### src/rtl/to_serial.sv
// Parallel-to-serial converter: each lane's BW-bit word leaves as CYCS chunks, LS chunk first.
// A one-deep holding register lets back-to-back vectors stream without a gap.
module to_serial #(
  parameter int BW      = 16,
  parameter int CYCS    = 4,
  parameter int VEC_LEN = 27
) (
  input  logic                              clock,
  input  logic                              reset_n,
  input  logic                              vld_in,
  output logic                              rdy_out,
  input  logic [VEC_LEN-1:0][BW-1:0]        in,
  output logic                              vld_out,
  output logic                              last_out,
  output logic [VEC_LEN-1:0][BW/CYCS-1:0]   out
);

  localparam int CW    = BW / CYCS;
  localparam int CNT_W = $clog2(CYCS);
  localparam logic [CNT_W-1:0] CNT_LAST = CNT_W'(CYCS - 1);

  logic [VEC_LEN-1:0][BW-1:0] r_sh;
  logic [VEC_LEN-1:0][BW-1:0] r_hold;
  logic                       r_hold_vld;
  logic                       r_busy;
  logic [CNT_W-1:0]           r_cnt;

  logic [VEC_LEN-1:0][BW-1:0] w_sh_nxt;
  logic [VEC_LEN-1:0][BW-1:0] w_hold_nxt;
  logic                       w_hold_vld_nxt;
  logic                       w_busy_nxt;
  logic [CNT_W-1:0]           w_cnt_nxt;
  logic                       w_acc;
  logic                       w_last;

  // Ready depends only on registered state, so vld_in never reaches rdy_out.
  always_comb begin
    w_acc  = vld_in && !r_hold_vld;
    w_last = r_busy && (r_cnt == CNT_LAST);
  end

  // Next-state: shift mid-word, otherwise reload from hold or input.
  always_comb begin
    w_sh_nxt       = r_sh;
    w_hold_nxt     = r_hold;
    w_hold_vld_nxt = r_hold_vld;
    w_busy_nxt     = r_busy;
    w_cnt_nxt      = r_cnt;
    if (r_busy && !w_last) begin
      for (int i = 0; i < VEC_LEN; i++) begin
        w_sh_nxt[i] = {{CW{1'b0}}, r_sh[i][BW-1:CW]};
      end
      w_cnt_nxt = r_cnt + CNT_W'(1);
      if (w_acc) begin
        w_hold_nxt     = in;
        w_hold_vld_nxt = 1'b1;
      end else begin
        w_hold_nxt     = r_hold;
        w_hold_vld_nxt = r_hold_vld;
      end
    end else begin
      w_cnt_nxt = '0;
      if (r_hold_vld) begin
        w_sh_nxt       = r_hold;
        w_hold_vld_nxt = 1'b0;
        w_busy_nxt     = 1'b1;
      end else if (w_acc) begin
        w_sh_nxt   = in;
        w_busy_nxt = 1'b1;
      end else begin
        w_busy_nxt = 1'b0;
      end
    end
  end

  // State registers; reset discards any partial word and the held vector.
  always_ff @(posedge clock or negedge reset_n) begin
    if (!reset_n) begin
      r_sh       <= '0;
      r_hold     <= '0;
      r_hold_vld <= 1'b0;
      r_busy     <= 1'b0;
      r_cnt      <= '0;
    end else begin
      r_sh       <= w_sh_nxt;
      r_hold     <= w_hold_nxt;
      r_hold_vld <= w_hold_vld_nxt;
      r_busy     <= w_busy_nxt;
      r_cnt      <= w_cnt_nxt;
    end
  end

  // Outputs are pure functions of the registers.
  always_comb begin
    for (int i = 0; i < VEC_LEN; i++) begin
      out[i] = r_sh[i][CW-1:0];
    end
    vld_out  = r_busy;
    last_out = w_last;
    rdy_out  = !r_hold_vld;
  end

endmodule

### config.mk
export PLATFORM = sky130hd
export DESIGN_NAME = to_serial
export DESIGN_NICKNAME = d
export VERILOG_FILES = /design/src/rtl/to_serial.sv
export SDC_FILE = /design/constraint.sdc
export NUM_CORES = 2
export LEC_CHECK = 0
export BUFFER_PORTS_ARGS = -buffer_cell sky130_fd_sc_hd__buf_4
export CAP_MARGIN = 20
export CORE_ASPECT_RATIO = 0.8
export CORE_MARGIN = 2
export CORE_UTILIZATION = 55
export CTS_CLUSTER_DIAMETER = 120
export DETAILED_ROUTE_END_ITERATION = 16
export GPL_TIMING_DRIVEN = 0
export PLACE_DENSITY = 0.77
export SKIP_LAST_GASP = 1
export SYNTH_ARGS = -nofsm -noshare
export SYNTH_HDL_FRONTEND = slang
export SYNTH_SLANG_ARGS = --single-unit
### constraint.sdc
create_clock -name clock -period 2.1 [get_ports clock]
set_input_delay 0.21 -clock clock [delete_from_list [all_inputs] [get_ports clock]]
set_output_delay 0.21 -clock clock [all_outputs]
set_load 0.1 [all_outputs]
After elaboration in Yosys (flattened, before gate mapping)
Index checks and enable logic that the tools add are counted.
{"block": "classes", "add_sub_neg": 1, "n_mul": 0, "n_div": 0, "n_lt_le_gt_ge": 0, "n_eq_ne": 2, "n_shift": 0, "muxes": 8, "bitwise_logic": 0, "n_reduce_logical": 7}
{"operator": "432-bit 2-to-1 mux", "count": 3}
{"operator": "1-bit 2-to-1 mux", "count": 4}
{"operator": "1-bit logical AND", "count": 3}
{"operator": "3-bit nonzero test", "count": 1}
{"operator": "2-bit by 1-bit adder with 2-bit output, second input constant", "count": 1}
{"operator": "2-bit equality test, second input constant", "count": 1}
{"operator": "1-bit zero test", "count": 2}
{"operator": "2-bit 2-to-1 mux", "count": 1}
{"operator": "2-bit inequality test, second input constant", "count": 1}
{"operator": "2-bit AND reduction", "count": 1}
{"block": "totals", "reg_bits": 868, "latch_bits": 0, "mem_bits_rw": 0, "romBits": 0, "input_bits": 435, "out_inout_bits": 111, "wordCells": 75, "mem_count": 0}

Depth between registers and ports, before layout
{"block": "logic_depth", "depth_word": 5, "ltp_mapped": 7, "depth_no_buf": 4}

Worst setup path after synthesis
Ideal clock, no wire load.
{"block": "synth_timing", "path_kind": "register -> register", "startpoint": "register r_busy, in the netlist vld_out", "endpoint": "register r_hold[100] in the netlist's numbering", "setup_ns": 0.125, "arrival_time_ns": 2.076, "t_required_ns": 1.975, "path_slack_ns": -0.101, "stages_incl_launch_ff": 7, "path_buffers": 3, "period_less_slack_ns": 2.201, "path_cell_list": "dfrtp_1 -> nor2b_1 -> and3_1 -> buf_4 -> buf_6 -> buf_6 -> mux2_4"}
{"block": "synth_via", "elab_chain_len": 4}
{"element": "start: declaration", "line_no": "25", "rtl": "logic r_busy;"}
{"element": "start signal: assignment", "line_no": "88", "rtl": "r_busy <= w_busy_nxt;"}
{"element": "1-bit logical AND", "line_no": "39", "rtl": "w_last = r_busy && (r_cnt == CNT_LAST);"}
{"element": "1-bit zero test", "line_no": "49", "rtl": "if (r_busy && !w_last) begin"}
{"element": "1-bit logical AND *", "line_no": "49"}
{"element": "2-bit AND reduction (no line) *"}
{"element": "end signal: assignment", "line_no": "86", "rtl": "r_hold <= w_hold_nxt;"}
{"element": "end: declaration", "line_no": "23", "rtl": "logic [VEC_LEN-1:0][BW-1:0] r_hold;"}
Every way passes the cells marked *; elsewhere a longest branch is shown, timed or not.
A chain may end at the register's enable or synchronous reset.

Final worst setup path
{"block": "layout_timing", "startpoint": "register r_cnt[0]", "endpoint": "register r_hold[316] in the netlist's numbering"}
{"block": "layout_via", "elab_chain_len": 5}
{"element": "start: declaration", "line_no": "26", "rtl": "logic [CNT_W-1:0] r_cnt;"}
{"element": "start signal: assignment", "line_no": "89", "rtl": "r_cnt <= w_cnt_nxt;"}
{"element": "2-bit equality test", "line_no": "39"}
{"element": "1-bit logical AND", "line_no": "39"}
{"element": "1-bit zero test", "line_no": "49"}
{"element": "1-bit logical AND", "line_no": "49"}
{"element": "2-bit AND reduction (no line)"}
Every way passes these cells.

==> results <==
- The worst-case IR drop observed on VDD is between 1000 and 1500 uV.
- The signal on the critical path passes through ha_1 > nor2b_1 > and3_1 > buf_8 > buf_6 > buf_6 > mux2_4.
- The latest clock arrival within the worst-skew pair is 0.66 ns.
- STA classifies the critical path startpoint as a flop.
- In this run the tightest slew margin relative to its limit is 48.7%.
- The post-route setup TNS is -0.000591 ns.
- The final route contains roughly 35,000 vias.
- Dividing total power by cell area gives a power density of 1500 nW/um^2.
- Derived from the worst setup path, the maximum achievable clock frequency is 0.476 GHz.
- The number of placed instances, taps included, is around 5,200.
- The count of buffers added by post-CTS timing repair for setup is 0.
- Port buffering added 545 buffers.
- The worst hold-check path type is input pin to asynchronous set/reset pin.
- At the placement stage, the worst setup path has a slack of -0.898 ns.
- The cell sitting at the root of the clock tree is a sky130_fd_sc_hd__clkbuf_16.
- The netlist area before placement is 41,500 um^2.
- The number of global-route vias before repair is about 36,000.
- Power comes to between 80 and 90 mW.
- When the netlist entered floorplanning its net count stood at 4,111.
- The checks that failed: hold timing, setup timing.
- Setup repair after global routing could not meet its margin everywhere.
- The post-detailed-placement cell area is 47,100 um^2.
- The count of final setup violators is 1.
- The total detailed-routing wirelength is ~140,000 um.
- The internal power of the cells is between 40 and 50 mW.
- The leakage power is roughly 25 nW.
- The die outline width is 311 um.
- For this run, the post-layout net count is approximately 5,200.
- The share of power burned in registers is about a third.
- The final antenna-violating net count is 0.
- For this run, the total global-route usage over all layers was measured as about 34%.
- In the final routed layout, each cell accounts on average for between 20 and 25 um.
- The total count of hold-check failures in the final report came to 77.
- The yosys synthesis warning count is 0.
- At the end of routability-driven placement, the weighted congestion stood at between 0.8 and 0.9.
- Averaged over all synthesized cells, the footprint is roughly 11 um^2.
- The number of levels the H-tree was split into is 3.
- The slowest cell on the critical path is sky130_fd_sc_hd__dfrtp_1.
- The startpoint of the worst-slack reg-to-reg timing path is r_cnt[0]$_DFF_PN0_.
- The first global-routing pass estimated 210,000 um of wire.
- Sequential cells were found to cover 52.3% of the synthesized design area.
- TritonCTS built the clock tree.
- Excluding fillers, the count of instances in the completed layout stands at 5,881.
- The clock network is responsible for between 20 and 25% of the overall power.
- The slew at the pin with the worst max-slew slack is about 0.77 ns.
- Synthesis inferred between 800 and 900 register bits.
- The share of the synthesized area in the top cell type is a little over half.
- The number of cell rows is 90.
- In the post-synthesis netlist, the biggest area contributors are sky130_fd_sc_hd__dfrtp_1 52%, sky130_fd_sc_hd__mux2_4 14%, sky130_fd_sc_hd__a211oi_1 5.9%.
- The final clock skew is 0.0267 ns.
- The final max-slew violation count is 0.
- The flow ran to the end, but the final reports show violations.
- The commonest non-fill, non-tap cell in the layout is sky130_fd_sc_hd__dfrtp_1.
- The path type of the worst setup path is flop to flop.
- The synthesized netlist contains 21 unique library cells.
- Compared with the post-synthesis result, the final layout area differs by 31.9%.
- The synthesized instance count is around 3,700.
- The cell family contributing the most delay on the critical path is buffers and inverters.
- Of the total power, the share spent switching nets is 40.4%.
- The initial antenna violation count was 57.
- Counting along the longest clock path gives a buffer depth of 3.
- The TritonCTS sink count is approximately 870.
- The core utilization of the finished layout is 73.0%.
- The total iterations of the first detailed-routing run is 5.
- Dividing the final minimum period by the clock period gives 100%.
- The required time at the endpoint of the critical path is 2.63 ns.
- The endpoint arrival time on the critical path is 2.63 ns.
- The die area is between 70,000 and 80,000 um^2.
- The beginning of the critical path is r_cnt[0]$_DFF_PN0_.
- The effective utilization at floorplan is ~55%.
- After clock tree synthesis, the clock-pin slew on the worst setup and hold paths is 0.07 ns.
- In the layout the commonest cells are 867 x sky130_fd_sc_hd__dfrtp_1, 669 x sky130_fd_sc_hd__buf_4, 432 x sky130_fd_sc_hd__o21ai_0, 432 x sky130_fd_sc_hd__dlygate4sd3_1, 380 x sky130_fd_sc_hd__mux2_4.
- Subtracting the final worst setup slack from the clock period gives approximately 2.1 ns.
- The net switching power figure is about 33 mW.
- The share of layout cells above drive strength 1 is roughly 28%.
- The share of total power dissipated in combinational logic is ~45%.
- After global routing the overflow that remains totals 0.
- In this run, post-CTS hold repair placed 432 buffers.
- STA classifies the critical path endpoint as a flop.
- The biggest area consumer among synthesized cells is sky130_fd_sc_hd__dfrtp_1.
- The total buffers and inverters traversed by the critical path is 3.
- The die is approximately 250 um tall.
- The largest fanout on the critical path is 10.
- The final design area excluding fillers is 54,800 um^2.
- The detailed router finished its first iteration with between 3,000 and 4,000 violations.
- In this run the count of I/O pins placed on the die edge is ~550.
- After legalization and detailed placement, the total HPWL measured 86,600 um.
- The post-route worst hold slack is -0.484 ns.
- After detailed routing, the number of vias per cell comes to around 5.9.
- The largest net degree at the start of global routing is about 120.
- The most numerous cell type found on the critical path is sky130_fd_sc_hd__buf_6.
- After detailed routing, the number of remaining DRC violations is 0.
- The least setup slack across all paths after layout is -0.000591 ns.
- The critical path's largest stage delay is about 0.38 ns.
- Across the run, the number of max-cap violations was 0.
- The region available for standard cell placement spans 75,100 um^2.
- The number of clock buffers inserted by TritonCTS is 87.
[state kept, by name, summed over array words and instances (netlist names)]
name / count
r_hold: 432
r_sh: 324
out: 108
r_cnt: 2
r_hold_vld: 1
vld_out: 1
[cell usage after synthesis]
library cell               count
sky130_fd_sc_hd__a211oi_1    324
sky130_fd_sc_hd__a21oi_1     108
sky130_fd_sc_hd__and2_1        2
sky130_fd_sc_hd__and3_1        1
sky130_fd_sc_hd__buf_1         8
sky130_fd_sc_hd__buf_2        28
sky130_fd_sc_hd__buf_4       123
sky130_fd_sc_hd__buf_6        42
sky130_fd_sc_hd__clkbuf_1    219
sky130_fd_sc_hd__dfrtp_1     868
sky130_fd_sc_hd__ha_1          1
sky130_fd_sc_hd__inv_2         1
sky130_fd_sc_hd__mux2_1       52
sky130_fd_sc_hd__mux2_4      380
sky130_fd_sc_hd__mux2i_1     108
sky130_fd_sc_hd__nand2_1     325
sky130_fd_sc_hd__nand2b_1      1
sky130_fd_sc_hd__nor2_1        3
sky130_fd_sc_hd__nor2b_1     325
sky130_fd_sc_hd__o21ai_0     432
sky130_fd_sc_hd__o21ai_1     324
[logic make-up after synthesis]
logic type / Yosys count / synth area share (%)
mux: 540 / 17.7
buf+inv: 421 / 5.76
simple gates: 657 / 7.92
compound gates: 1188 / 16.3
fa+ha+maj: 1 / 0.0301
flops: 868 / 52.3
[final cells by class]
class | count | area [um^2]
flip-flops and latches | 868 | 21700
multi-input cells | 2386 | 17400
clock buffers | 128 | 2630
repair buffers | 987 | 8710
fillers | 4807 | 20300
inverters | 1 | 3.75
clock inverters | 31 | 355
well taps | 1012 | 1270
plain buffers | 420 | 2560
diodes | 48 | 120
[layer usage]
metal	track usage (%)	share of wire, %	routed length (um)	vias to the layer above
met5	0	0.091	124	-
met4	14.1	4.2	5670	18
li1	-	-	-	15100
met3	6.71	7.4	9990	425
met2	53.8	47	63200	1731
met1	46.9	42	56800	17400
[final timing paths]
| path | to | cells past startpoint | slack [ns] |
|---|---|---|---|
| max | r_hold[316]$_DFFE_PN0P_ | 7 | -0.0006 |
| min | out[22]$_DFFE_PN0P_ | 1 | -0.48 |
| max reg2reg | r_hold[316]$_DFFE_PN0P_ | 7 | -0.0006 |
| min reg2reg | r_cnt[0]$_DFF_PN0_ | 1 | 0.44 |
| max in group asynchronous | out[107]$_DFFE_PN0P_ | 5 | 0.43 |
| min in group clock | r_hold[48]$_DFFE_PN0P_ | 3 | 0.33 |
[power by group through the flow]
| stage | clock network, mW | logic (mW) | registers (mW) |
|---|---|---|---|
| global placement | 0 | 34.5 | 27.8 |
| global route | 17.2 | 39.8 | 28.9 |
| floorplan | 0 | 27.0 | 26.8 |
| CTS | 16.5 | 36.5 | 27.9 |
| finish | 16.5 | 37.3 | 28.3 |
| detailed placement | 0 | 35.2 | 28.0 |
[repair_timing]
action                                 CTS  global route
setup endpoints to repair              807           771
gates resized for setup                 63            84
gates cloned                             1             1
endpoints found under the hold margin  938            74
(Power assumes the default switching activity.)
